===== config.mk =====
export PLATFORM = sky130hd
export DESIGN_NAME = riscv_decode_stage_flat
export DESIGN_NICKNAME = d
export VERILOG_FILES = /design/src/rtl/riscv_decode_stage_pkg.sv /design/src/rtl/riscv_decode_stage_if.sv /design/src/rtl/riscv_decode_stage_lane.sv /design/src/rtl/riscv_decode_stage.sv /design/src/flat_wrapper.sv
export SDC_FILE = /design/constraint.sdc
export NUM_CORES = 1
export LEC_CHECK = 0
export ABC_AREA = 1
export BUFFER_PORTS_ARGS = -buffer_cell sky130_fd_sc_hd__buf_4
export CAP_MARGIN = 20
export CORE_UTILIZATION = 30
export CTS_BUF_LIST = sky130_fd_sc_hd__clkbuf_8 sky130_fd_sc_hd__clkbuf_16
export DETAILED_ROUTE_END_ITERATION = 10
export GPL_TIMING_DRIVEN = 0
export PLACE_DENSITY = 0.56
export SYNTH_ARGS = -nofsm -noshare
export SYNTH_HDL_FRONTEND = slang
export SYNTH_SLANG_ARGS = --single-unit

===== constraint.sdc =====
create_clock -name clk -period 5.1 [get_ports clk]
set_input_delay 1.02 -clock clk [delete_from_list [all_inputs] [get_ports clk]]
set_output_delay 1.02 -clock clk [all_outputs]
set_load 0.02 [all_outputs]

===== src/rtl/riscv_decode_stage_pkg.sv =====
// riscv_decode_stage_pkg
// Shared types for the RV32I decode stage: opcode and ALU-op encodings,
// immediate formats, the decoded micro-op (uop_t), and small helpers
// (immediate extraction, saturating counter add).
package riscv_decode_stage_pkg;

  localparam int DECODE_WIDTH_MAX = 4;

  typedef enum logic [6:0] {
    OPCODE_INVALID = 7'h00,
    OPCODE_LOAD    = 7'h03,
    OPCODE_OP_IMM  = 7'h13,
    OPCODE_AUIPC   = 7'h17,
    OPCODE_STORE   = 7'h23,
    OPCODE_OP      = 7'h33,
    OPCODE_LUI     = 7'h37,
    OPCODE_BRANCH  = 7'h63,
    OPCODE_JALR    = 7'h67,
    OPCODE_JAL     = 7'h6F
  } opcode_t;

  // Encoding is {funct7[5], funct3}.
  typedef enum logic [3:0] {
    ALU_ADD  = 4'h0,
    ALU_SLL  = 4'h1,
    ALU_SLT  = 4'h2,
    ALU_SLTU = 4'h3,
    ALU_XOR  = 4'h4,
    ALU_SRL  = 4'h5,
    ALU_OR   = 4'h6,
    ALU_AND  = 4'h7,
    ALU_SUB  = 4'h8,
    ALU_SRA  = 4'hD
  } alu_op_t;

  typedef enum logic [2:0] {
    IMM_I, IMM_S, IMM_B, IMM_U, IMM_J, IMM_NONE
  } imm_fmt_t;

  typedef struct packed {
    logic        valid;
    opcode_t     opcode;
    logic [4:0]  rd;
    logic [4:0]  rs1;
    logic [4:0]  rs2;
    logic [31:0] imm;
    alu_op_t     alu_op;
    logic [2:0]  branch_cond;
    logic [2:0]  mem_size;
    logic        is_immediate;
    logic        uses_rs1;
    logic        uses_rs2;
    logic        writes_rd;
    logic        is_load;
    logic        is_store;
    logic        is_branch;
    logic        is_jump;
  } uop_t;

  function automatic logic [31:0] imm_gen(input logic [31:0] instr, input imm_fmt_t fmt);
    logic [31:0] imm;
    case (fmt)
      IMM_I:   imm = {{20{instr[31]}}, instr[31:20]};
      IMM_S:   imm = {{20{instr[31]}}, instr[31:25], instr[11:7]};
      IMM_B:   imm = {{19{instr[31]}}, instr[31], instr[7], instr[30:25], instr[11:8], 1'b0};
      IMM_U:   imm = {instr[31:12], 12'b0};
      IMM_J:   imm = {{11{instr[31]}}, instr[31], instr[19:12], instr[20], instr[30:21], 1'b0};
      default: imm = '0;
    endcase
    return imm;
  endfunction

  function automatic logic [31:0] sat_add(input logic [31:0] a, input logic [2:0] b);
    logic [32:0] s;
    s = {1'b0, a} + {30'b0, b};
    return s[32] ? 32'hFFFF_FFFF : s[31:0];
  endfunction

endpackage


===== src/rtl/riscv_decode_stage_if.sv =====
// riscv_decode_stage_if
// Fetch-side and issue-side handshake buses of the decode stage.
//   in_*  : fetch bundle (valid/ready, DECODE_WIDTH instructions, lane mask, lane-0 PC)
//   out_* : decoded bundle (valid/ready, per-lane uop, PC and illegal flag)
// Modport master is the decode stage; slave is its environment.
interface riscv_decode_stage_if
  import riscv_decode_stage_pkg::*;
#(
  parameter int DECODE_WIDTH = 2,
  parameter int XLEN         = 32
);
  logic                           in_valid_i;
  logic                           in_ready_o;
  logic [32*DECODE_WIDTH-1:0]     in_instr_i;
  logic [DECODE_WIDTH-1:0]        in_mask_i;
  logic [XLEN-1:0]                in_pc_i;
  logic                           out_valid_o;
  logic                           out_ready_i;
  uop_t [DECODE_WIDTH-1:0]        out_uop_o;
  logic [XLEN*DECODE_WIDTH-1:0]   out_pc_o;
  logic [DECODE_WIDTH-1:0]        out_illegal_o;

  modport master (
    input  in_valid_i, in_instr_i, in_mask_i, in_pc_i, out_ready_i,
    output in_ready_o, out_valid_o, out_uop_o, out_pc_o, out_illegal_o
  );

  modport slave (
    output in_valid_i, in_instr_i, in_mask_i, in_pc_i, out_ready_i,
    input  in_ready_o, out_valid_o, out_uop_o, out_pc_o, out_illegal_o
  );
endinterface


===== src/rtl/riscv_decode_stage_lane.sv =====
// riscv_decode_stage_lane
// Combinational single-instruction RV32I decoder.
//   instr_i   : raw 32-bit instruction
//   present_i : lane carries an instruction (mask bit)
//   uop_o     : decoded micro-op (all zero when absent or illegal)
//   illegal_o : present lane whose opcode/funct3/funct7 is not RV32I
module riscv_decode_stage_lane
  import riscv_decode_stage_pkg::*;
(
  input  logic [31:0] instr_i,
  input  logic        present_i,
  output uop_t        uop_o,
  output logic        illegal_o
);
  logic [6:0] opc;
  logic [2:0] funct3;
  logic [6:0] funct7;
  logic       legal;
  imm_fmt_t   fmt;

  assign opc    = instr_i[6:0];
  assign funct3 = instr_i[14:12];
  assign funct7 = instr_i[31:25];

  always_comb begin
    legal = 1'b0;
    fmt   = IMM_NONE;
    case (opc)
      OPCODE_LOAD:   begin legal = (funct3 != 3'b011) && (funct3 <= 3'b101); fmt = IMM_I; end
      OPCODE_STORE:  begin legal = (funct3 <= 3'b010); fmt = IMM_S; end
      OPCODE_BRANCH: begin legal = (funct3[2:1] != 2'b01); fmt = IMM_B; end
      OPCODE_JALR:   begin legal = (funct3 == 3'b000); fmt = IMM_I; end
      OPCODE_JAL:    begin legal = 1'b1; fmt = IMM_J; end
      OPCODE_LUI,
      OPCODE_AUIPC:  begin legal = 1'b1; fmt = IMM_U; end
      OPCODE_OP_IMM: begin
        fmt = IMM_I;
        // Shift-immediates reuse imm[11:5] as funct7.
        case (funct3)
          3'b001:  legal = (funct7 == 7'h00);
          3'b101:  legal = (funct7 == 7'h00) || (funct7 == 7'h20);
          default: legal = 1'b1;
        endcase
      end
      OPCODE_OP: legal = (funct7 == 7'h00) ||
                         ((funct7 == 7'h20) && ((funct3 == 3'b000) || (funct3 == 3'b101)));
      default: legal = 1'b0;
    endcase
  end

  always_comb begin
    uop_o     = '0;
    illegal_o = 1'b0;
    if (present_i && !legal) begin
      illegal_o = 1'b1;
    end else if (present_i) begin
      uop_o.valid        = 1'b1;
      uop_o.opcode       = opcode_t'(opc);
      uop_o.rd           = instr_i[11:7];
      uop_o.rs1          = instr_i[19:15];
      uop_o.rs2          = instr_i[24:20];
      uop_o.imm          = imm_gen(instr_i, fmt);
      uop_o.is_load      = (opc == OPCODE_LOAD);
      uop_o.is_store     = (opc == OPCODE_STORE);
      uop_o.is_branch    = (opc == OPCODE_BRANCH);
      uop_o.is_jump      = (opc == OPCODE_JAL) || (opc == OPCODE_JALR);
      uop_o.is_immediate = (opc != OPCODE_OP);
      uop_o.uses_rs1     = !((opc == OPCODE_LUI) || (opc == OPCODE_AUIPC) || (opc == OPCODE_JAL));
      uop_o.uses_rs2     = (opc == OPCODE_OP) || (opc == OPCODE_STORE) || (opc == OPCODE_BRANCH);
      uop_o.writes_rd    = !((opc == OPCODE_STORE) || (opc == OPCODE_BRANCH)) &&
                           (instr_i[11:7] != 5'd0);
      uop_o.branch_cond  = (opc == OPCODE_BRANCH) ? funct3 : 3'b000;
      uop_o.mem_size     = ((opc == OPCODE_LOAD) || (opc == OPCODE_STORE)) ? funct3 : 3'b000;
      if (opc == OPCODE_OP)
        uop_o.alu_op = alu_op_t'({funct7[5], funct3});
      else if (opc == OPCODE_OP_IMM)
        uop_o.alu_op = alu_op_t'({(funct3 == 3'b101) & funct7[5], funct3});
      else if (opc == OPCODE_BRANCH)
        uop_o.alu_op = ALU_SUB;
      else
        uop_o.alu_op = ALU_ADD;
    end
  end
endmodule


===== src/rtl/riscv_decode_stage.sv =====
// riscv_decode_stage
// N-wide RV32I decode stage between fetch and issue. Each lane is decoded
// combinationally, then held in a main output register backed by a skid
// register so full throughput is kept under backpressure without a
// combinational ready path.
//   clk, rst (sync, active-high), flush_i (drop everything this cycle)
//   bus            : riscv_decode_stage_if.master (in_* fetch side, out_* issue side)
//   stat_uops_o    : saturating count of valid uops delivered   (RISCV_DECODE_STATS_EN)
//   stat_illegal_o : saturating count of illegal lanes delivered (RISCV_DECODE_STATS_EN)
// Optional feature macro: RISCV_DECODE_STATS_EN.
module riscv_decode_stage
  import riscv_decode_stage_pkg::*;
#(
  parameter int DECODE_WIDTH = 2,
  parameter int XLEN         = 32
) (
  input  logic                       clk,
  input  logic                       rst,
  input  logic                       flush_i,
  riscv_decode_stage_if.master       bus
`ifdef RISCV_DECODE_STATS_EN
  ,
  output logic [31:0]                stat_uops_o,
  output logic [31:0]                stat_illegal_o
`endif
);
  uop_t [DECODE_WIDTH-1:0]      dec_uop, main_uop_reg, main_uop_next, skid_uop_reg, skid_uop_next;
  logic [XLEN*DECODE_WIDTH-1:0] dec_pc, main_pc_reg, main_pc_next, skid_pc_reg, skid_pc_next;
  logic [DECODE_WIDTH-1:0]      dec_ill, main_ill_reg, main_ill_next, skid_ill_reg, skid_ill_next;
  logic                         main_valid_reg, main_valid_next, skid_valid_reg, skid_valid_next;
  logic                         accept, drain;

  generate
    for (genvar gi = 0; gi < DECODE_WIDTH; gi++) begin : g_lane
      riscv_decode_stage_lane u_lane (
        .instr_i   (bus.in_instr_i[32*gi +: 32]),
        .present_i (bus.in_mask_i[gi]),
        .uop_o     (dec_uop[gi]),
        .illegal_o (dec_ill[gi])
      );
      // Wraps modulo 2^XLEN.
      assign dec_pc[XLEN*gi +: XLEN] = bus.in_pc_i + XLEN'(4 * gi);
    end
  endgenerate

  // Ready depends only on the skid flop, never on out_ready_i.
  assign accept = bus.in_valid_i && !skid_valid_reg;
  assign drain  = main_valid_reg && bus.out_ready_i;

  always_comb begin
    main_valid_next = main_valid_reg;
    main_uop_next   = main_uop_reg;
    main_pc_next    = main_pc_reg;
    main_ill_next   = main_ill_reg;
    skid_valid_next = skid_valid_reg;
    skid_uop_next   = skid_uop_reg;
    skid_pc_next    = skid_pc_reg;
    skid_ill_next   = skid_ill_reg;
    if (flush_i) begin
      main_valid_next = 1'b0;
      skid_valid_next = 1'b0;
    end else if (drain) begin
      if (skid_valid_reg) begin
        main_uop_next   = skid_uop_reg;
        main_pc_next    = skid_pc_reg;
        main_ill_next   = skid_ill_reg;
        skid_valid_next = 1'b0;
      end else if (accept) begin
        main_uop_next = dec_uop;
        main_pc_next  = dec_pc;
        main_ill_next = dec_ill;
      end else begin
        main_valid_next = 1'b0;
      end
    end else if (accept) begin
      if (main_valid_reg) begin
        skid_valid_next = 1'b1;
        skid_uop_next   = dec_uop;
        skid_pc_next    = dec_pc;
        skid_ill_next   = dec_ill;
      end else begin
        main_valid_next = 1'b1;
        main_uop_next   = dec_uop;
        main_pc_next    = dec_pc;
        main_ill_next   = dec_ill;
      end
    end
  end

  always_ff @(posedge clk) begin
    if (rst) begin
      main_valid_reg <= 1'b0;
      main_uop_reg   <= '0;
      main_pc_reg    <= '0;
      main_ill_reg   <= '0;
      skid_valid_reg <= 1'b0;
      skid_uop_reg   <= '0;
      skid_pc_reg    <= '0;
      skid_ill_reg   <= '0;
    end else begin
      main_valid_reg <= main_valid_next;
      main_uop_reg   <= main_uop_next;
      main_pc_reg    <= main_pc_next;
      main_ill_reg   <= main_ill_next;
      skid_valid_reg <= skid_valid_next;
      skid_uop_reg   <= skid_uop_next;
      skid_pc_reg    <= skid_pc_next;
      skid_ill_reg   <= skid_ill_next;
    end
  end

  assign bus.in_ready_o    = !skid_valid_reg;
  assign bus.out_valid_o   = main_valid_reg;
  assign bus.out_uop_o     = main_uop_reg;
  assign bus.out_pc_o      = main_pc_reg;
  assign bus.out_illegal_o = main_ill_reg;

`ifdef RISCV_DECODE_STATS_EN
  logic [31:0] stat_uops_reg, stat_illegal_reg;
  logic [2:0]  n_uops, n_ill;

  always_comb begin
    n_uops = 3'd0;
    n_ill  = 3'd0;
    for (int j = 0; j < DECODE_WIDTH; j++) begin
      n_uops = n_uops + 3'(main_uop_reg[j].valid);
      n_ill  = n_ill + 3'(main_ill_reg[j]);
    end
  end

  // A flushed bundle is not delivered even if the consumer was ready.
  always_ff @(posedge clk) begin
    if (rst) begin
      stat_uops_reg    <= '0;
      stat_illegal_reg <= '0;
    end else if (drain && !flush_i) begin
      stat_uops_reg    <= sat_add(stat_uops_reg, n_uops);
      stat_illegal_reg <= sat_add(stat_illegal_reg, n_ill);
    end
  end

  assign stat_uops_o    = stat_uops_reg;
  assign stat_illegal_o = stat_illegal_reg;
`endif
endmodule


===== src/flat_wrapper.sv =====
// flat-port wrapper written by rule: the top's interface ports become plain ports
module riscv_decode_stage_flat import riscv_decode_stage_pkg::*;
#(
  parameter int DECODE_WIDTH = 2,
  parameter int XLEN         = 32
)
  (clk, rst, flush_i, bus_in_valid_i, bus_in_instr_i, bus_in_mask_i, bus_in_pc_i, bus_out_ready_i, bus_in_ready_o, bus_out_valid_o, bus_out_uop_o, bus_out_pc_o, bus_out_illegal_o);
  riscv_decode_stage_if #(.DECODE_WIDTH(DECODE_WIDTH), .XLEN(XLEN)) bus_i ();
  input  logic clk;
  input  logic rst;
  input  logic flush_i;
  input wire logic [$bits(bus_i.in_valid_i)-1:0] bus_in_valid_i;
  input wire logic [$bits(bus_i.in_instr_i)-1:0] bus_in_instr_i;
  input wire logic [$bits(bus_i.in_mask_i)-1:0] bus_in_mask_i;
  input wire logic [$bits(bus_i.in_pc_i)-1:0] bus_in_pc_i;
  input wire logic [$bits(bus_i.out_ready_i)-1:0] bus_out_ready_i;
  output wire logic [$bits(bus_i.in_ready_o)-1:0] bus_in_ready_o;
  output wire logic [$bits(bus_i.out_valid_o)-1:0] bus_out_valid_o;
  output wire logic [$bits(bus_i.out_uop_o)-1:0] bus_out_uop_o;
  output wire logic [$bits(bus_i.out_pc_o)-1:0] bus_out_pc_o;
  output wire logic [$bits(bus_i.out_illegal_o)-1:0] bus_out_illegal_o;
  assign bus_i.in_valid_i = bus_in_valid_i;
  assign bus_i.in_instr_i = bus_in_instr_i;
  assign bus_i.in_mask_i = bus_in_mask_i;
  assign bus_i.in_pc_i = bus_in_pc_i;
  assign bus_i.out_ready_i = bus_out_ready_i;
  assign bus_in_ready_o = bus_i.in_ready_o;
  assign bus_out_valid_o = bus_i.out_valid_o;
  assign bus_out_uop_o = bus_i.out_uop_o;
  assign bus_out_pc_o = bus_i.out_pc_o;
  assign bus_out_illegal_o = bus_i.out_illegal_o;
  riscv_decode_stage #(.DECODE_WIDTH(DECODE_WIDTH), .XLEN(XLEN)) u_core (.clk(clk), .rst(rst), .flush_i(flush_i), .bus(bus_i));
endmodule

# ---- After elaboration in Yosys (flattened, before gate mapping)
# Index checks and enable logic that the tools add are counted.
dict set report classes {
  mul 0
  n_eq_ne 41
  n_mux 43
  addsub 1
  order_cmp 4
  div_mod_pow 0
  reduce_logical 59
  shift 0
  bitwise_logic 4
}
# operator count
set op_table {}
lappend op_table {{146-bit two-way mux} 5}
lappend op_table {{64-bit two-way mux} 5}
lappend op_table {{32-bit one-hot mux with 5 select lines} 2}
lappend op_table {{73-bit two-way mux} 4}
lappend op_table {{7-bit by 6-bit equality test with 1-bit output (second input constant)} 8}
lappend op_table {{7-bit equality test (second input constant)} 6}
lappend op_table {{32-bit by 3-bit adder with 32-bit output (second input constant)} 1}
lappend op_table {{3-bit one-hot mux with 5 select lines} 2}
lappend op_table {{7-bit by 5-bit equality test with 1-bit output (second input constant)} 4}
lappend op_table {{4-bit two-way mux} 6}
lappend op_table {{1-bit logical OR} 20}
lappend op_table {{3-bit OR reduction} 5}
lappend op_table {{7-bit by 2-bit equality test with 1-bit output (second input constant)} 2}
lappend op_table {{7-bit zero test} 2}
lappend op_table {{7-bit by 6-bit != test with 1-bit output (second input constant)} 2}
lappend op_table {{1-bit one-hot mux with 7 select lines} 2}
lappend op_table {{3-bit by 1-bit equality test with 1-bit output (second input constant)} 4}
lappend op_table {{3-bit by 2-bit equality test with 1-bit output (second input constant)} 4}
lappend op_table {{3-bit equality test (second input constant)} 4}
lappend op_table {{3-bit zero test} 4}
lappend op_table {{3-bit two-way mux} 4}
lappend op_table {{1-bit logical AND} 10}
lappend op_table {{2-bit two-way mux} 5}
lappend op_table {{5-bit nonzero test} 2}
lappend op_table {{other kinds (15)} 39}
dict set report totals {
  romBits 0
  register_bits 426
  ramBits 0
  memories 0
  out_inout_bits 214
  word_cells 226
  latchBits 0
}

# ---- Logic depth before layout (Yosys ltp)
dict set report depth {
  ltp_word 11
  ltp_mapped 14
  mapped_depth_nobuf 13
}

# ---- By module
# A second synthesis with hierarchy kept.
dict set report hier_totals {
  hier_cells 2855
  hier_area_um2 19391.1
}
# mod cells_per_inst instances area_per_inst_um2
set by_module_without_submodules {}
lappend by_module_without_submodules {riscv_decode_stage 2301 1 16891.2}
lappend by_module_without_submodules {riscv_decode_stage_lane 277 2 1249.9}

# ---- Worst setup path after synthesis
# Ideal clock, no wire load.
dict set report synth_path {
  kind {input -> register}
  startpoint {in bus_in_instr_i[14]}
  endpoint {reg u_core.main_uop_reg (netlist bit u_core.bus.out_uop_o[65])}
  path_stages 11
  path_slack_ns 2.725
  arrival_ns 2.243
  path_cell_list {buf_2 -> or2_2 -> nand2_1 -> nand2_1 -> nor2_2 -> nand2_4 -> buf_8 -> nand2_2 -> nand2_1 -> o211ai_1 -> a21oi_1}
}
dict set report synth_via {
  elab_chain_cells 11
  elab_cells_between_ends 21
  classes_between {2 x order compare; 4 x eq/ne; 8 x mux; 7 x reduce/logical}
}
# item line_no
set synth_rtl {}
lappend synth_rtl {{from (decl)} flat_wrapper.sv:13} ;# input wire logic [$bits(bus_i.in_instr_i)-1:0] bus_in_instr_i;
lappend synth_rtl {{branches (longest 4 deep; another with 3-bit less-or-equal comparator)} -}
lappend synth_rtl {{1-bit one-hot mux with 7 select lines *} riscv_decode_stage_lane.sv:28} ;# case (opc)
lappend synth_rtl {{1-bit zero test *} riscv_decode_stage_lane.sv:54} ;# if (present_i && !legal) begin
lappend synth_rtl {{1-bit logical AND *} riscv_decode_stage_lane.sv:54}
lappend synth_rtl {{73-bit two-way mux *} riscv_decode_stage_lane.sv:54}
lappend synth_rtl {{146-bit two-way mux (on tied branches)} {riscv_decode_stage.sv:76, riscv_decode_stage.sv:68}}
lappend synth_rtl {{146-bit two-way mux (on tied branches)} {riscv_decode_stage.sv:75, riscv_decode_stage.sv:63}}
lappend synth_rtl {{146-bit two-way mux *} riscv_decode_stage.sv:62} ;# end else if (drain) begin
lappend synth_rtl {{to (signal assigned)} riscv_decode_stage.sv:102} ;# main_uop_reg <= main_uop_next;
lappend synth_rtl {{to (decl)} riscv_decode_stage.sv:27} ;# uop_t [DECODE_WIDTH-1:0] dec_uop, main_uop_reg, main_uop_next, skid_uop_reg, skid_uop_next;
# Every way passes the cells marked *. The select of a mux whose other input is x is not followed.
# A chain may end at the register's enable or synchronous reset.

# ---- Worst setup path in the final report
dict set report layout_path {
  startpoint {in bus_out_ready_i}
  endpoint {reg u_core.skid_uop_reg[84] (netlist bit)}
}
dict set report layout_via {
  elab_chain_cells 3
}
# item line_no
set layout_rtl {}
lappend layout_rtl {{from (decl)} flat_wrapper.sv:16} ;# input wire logic [$bits(bus_i.out_ready_i)-1:0] bus_out_ready_i;
lappend layout_rtl {{1-bit logical AND} riscv_decode_stage.sv:48} ;# assign drain = main_valid_reg && bus.out_ready_i;
lappend layout_rtl {{1-bit NOT (no source line)} -}
lappend layout_rtl {{4-bit AND reduction (no source line)} -}
lappend layout_rtl {{to (signal assigned)} riscv_decode_stage.sv:106} ;# skid_uop_reg <= skid_uop_next;
lappend layout_rtl {{to (decl)} riscv_decode_stage.sv:27}
# No other way between the ends.

==> results.ini <==
[clock_network]
ctsHoldBuffers = 0
cts.sinks = 422
htree_levels = 2
tritoncts = built
post_cts_buffers = 0
cts_buffers = 50
cts-root-buf = clkbuf_16
ctsResizeCount = 0
clk_path_buf_depth = 3
clock_latency_ns = 0.61
path_clk_slew_ns = 0.06

[sta]
period_needed_ns = 3.00
setup_viol = 0
rsz0062_at_grt = no
skew_ns = 0.0286
hold_violations = 0
timing.final.crit_share_pct = 58.8
fin_setup_tns_ns = 0
slew_headroom_pct = 20.6
worstMarginPinSlew_ns = 1.19
slew_viol_final = 0
max_clock_freq_mhz = 333

[die]
start_util_pct = 30.4
rows = 93
die_area_sq_mm = 0.0665
die_h_um = 258
die_w_um = 258
io_pins = 317
design.core.area_sq_mm = 0.0646

[grt]
grt_max_degree = 14
grt_pass1_vias = 19500
gr-total-overflow = 0
grt_pass1_wl_um = 118000
gr-usage-all-layers_pct = 23.0
antenna_found_initial = 1

[min_path]
min_from = u_core.bus.out_uop_o[49]
min_path_type = register to register

[drt]
drc_errors = 0
vias = 21000
drt-pass1-iter-count = 6
vias_per_cell = 5.01
wl_per_cell_um = 18.9
ant_nets = 0
drt_iter0_drc = 1842
wirelength_um = 79200

[power]
p_comb_share_pct = 8.8
netSwitchingFraction_pct = 26.0
p_clk_share_pct = 47.8
intPower_uw = 5790
p_seq_share_pct = 43.4
power.density_mw_per_mm2 = 315
total_power_uw = 7830
power_switching_uw = 2030
worst_ir_drop_vdd_uv = 240
power_leakage_uw = 0.0117

[logic_synthesis]
ys_ff_latch = 422
yosysWarnings = 0
synth_top_family_by_area = simple AND/OR/NAND/NOR gates
synth-edff-count = 0
netlist_area_sq_mm = 0.0197
syn_nets = 3042
ys_seq_area_share_pct = 43.0
async_flop_share_pct = 0
synth.distinct_cells = 39
synth-adder-area-share_pct = 0.0637
synthMuxAreaShare_pct = 0
synthXorXnorAreaFrac_pct = 0.757
netlist_instances = 2938
avgSynthCellArea_sq_um = 6.69
synth_compound_area_share_pct = 19.0
synth_ff_type = dfxtp_1
yosys.area_share.simple_pct = 29.8

[placed_design]
dp_hpwl_um = 59000
portBuffers = 310
gp_congestion = 0.934

[setup_path]
timing.rr.start = u_core.bus.out_valid_o
cp_data_arrival_time_ns = 3.51
crit_type = primary input to register
crit_path_end_kind = register
crit_start = bus_out_ready_i
required_ns = 5.61
start_kind = primary input
cp_max_fo = 10

[layout]
area_growth_pct = 26.3
drive_gt1_share_pct = 14.0
postLayoutCoreUtil_pct = 38.4
diodes = 0
fillers = 6973
fin_nets = 3407

[status]
status = finished clean

[flow_run]
max_cap_violations = 0

## power by group through the flow
stage / logic (uW) / registers [uW] / clock network, uW
3_3_place_gp: 679 / 3470 / 0
4_1_cts: 686 / 3400 / 3810
2_1_floorplan: 309 / 3500 / 0
3_5_place_dp: 683 / 3470 / 0
6_report: 688 / 3400 / 3740
5_1_grt: 748 / 3400 / 3930
## critical path, stage by stage
cell and delay, ns:
buf_4 0.12, nor4_2 0.39, buf_2 0.46, buf_2 0.46, clkbuf_1 0.71, o21ai_0 0.16
a21oi_1 0.15
## logic make-up after synthesis
kind of cell    Yosys count
fa+ha+maj                 1
simple gates           1426
flops                   422
compound gates          722
xor+xnor                 17
buf+inv                 350
## stage by stage
step                area, sq um  hold slack (ns)  setup slack [ns]  instances
global placement          23100            0.450              1.53       4103
global route              24800            0.477              2.03       4198
finish                    24800            0.464              2.10       4198
floorplan                 19700            0.437              2.73       2938
CTS                       24800            0.466              2.11       4198
detailed placement        23100            0.456              1.49       4106
## cells in the mapped netlist (2+ instances only)
master | n | area, sq um
a31oi_1 | 33 | 206
nand2_4 | 3 | 33.8
buf_6 | 7 | 78.8
a211oi_1 | 2 | 15.0
or2_2 | 5 | 31.3
buf_2 | 26 | 130
clkbuf_1 | 165 | 619
nand3_2 | 3 | 30.0
a21oi_1 | 381 | 1910
xnor2_1 | 2 | 17.5
xor2_1 | 15 | 131
nand4_1 | 37 | 231
nand3b_1 | 5 | 37.5
o211ai_1 | 25 | 188
nor2_1 | 447 | 1680
nor2_2 | 6 | 37.5
o21ai_0 | 276 | 1380
buf_1 | 24 | 90.1
nor3_1 | 19 | 95.1
inv_2 | 3 | 11.3
inv_1 | 115 | 432
nand3_1 | 180 | 901
buf_4 | 8 | 60.1
nand2_1 | 708 | 2660
dfxtp_1 | 422 | 8450
o22ai_1 | 3 | 18.8
nor2_4 | 6 | 67.6
## metal layers
layer / vias to the layer above / track usage, % / wire length, um
li1: 10400 / - / -
met1: 9745 / 31.6 / 35500
met2: 737 / 35.7 / 35400
met3: 119 / 3.88 / 5550
met4: 2 / 8.66 / 2710
met5: - / 0 / 13
## final timing paths
check | end | slack [ns] | cells past startpoint
worst max-delay path | u_core.skid_uop_reg[84] | 2.10 | 7
worst min-delay path | u_core.bus.out_uop_o[49] | 0.46 | 2
worst max register to register | u_core.skid_uop_reg[84] | 2.25 | 7
worst min register to register | u_core.bus.out_uop_o[49] | 0.46 | 2
## layout make-up
| type | count | area, sq um | share of cell area, % |
|---|---|---|---|
| flip-flops and latches | 422 | 8450 | 34.0 |
| well taps | 855 | 1070 | 4.31 |
| inverters | 119 | 447 | 1.80 |
| clock inverters | 31 | 299 | 1.20 |
| plain buffers | 231 | 993 | 4.00 |
| clock buffers | 61 | 1410 | 5.70 |
| multi-input cells | 2166 | 9770 | 39.3 |
| repair buffers | 313 | 2380 | 9.61 |
## placed cells by master (no fill, tap or decap), types with 19 or more instances in the layout
cell type  synthesis  routed
nand2_1          708     708
buf_4              8     318
o21ai_0          276     276
buf_2             26      26
clkbuf_16          0      51
buf_1             24      24
nand3_1          180     180
a31oi_1           33      33
clkbuf_1         165     165
nor2_1           447     447
inv_1            115     124
dfxtp_1          422     422
nor3_1            19      19
nand4_1           37      37
o211ai_1          25      25
a21oi_1          381     381
(Power assumes the default switching activity.)
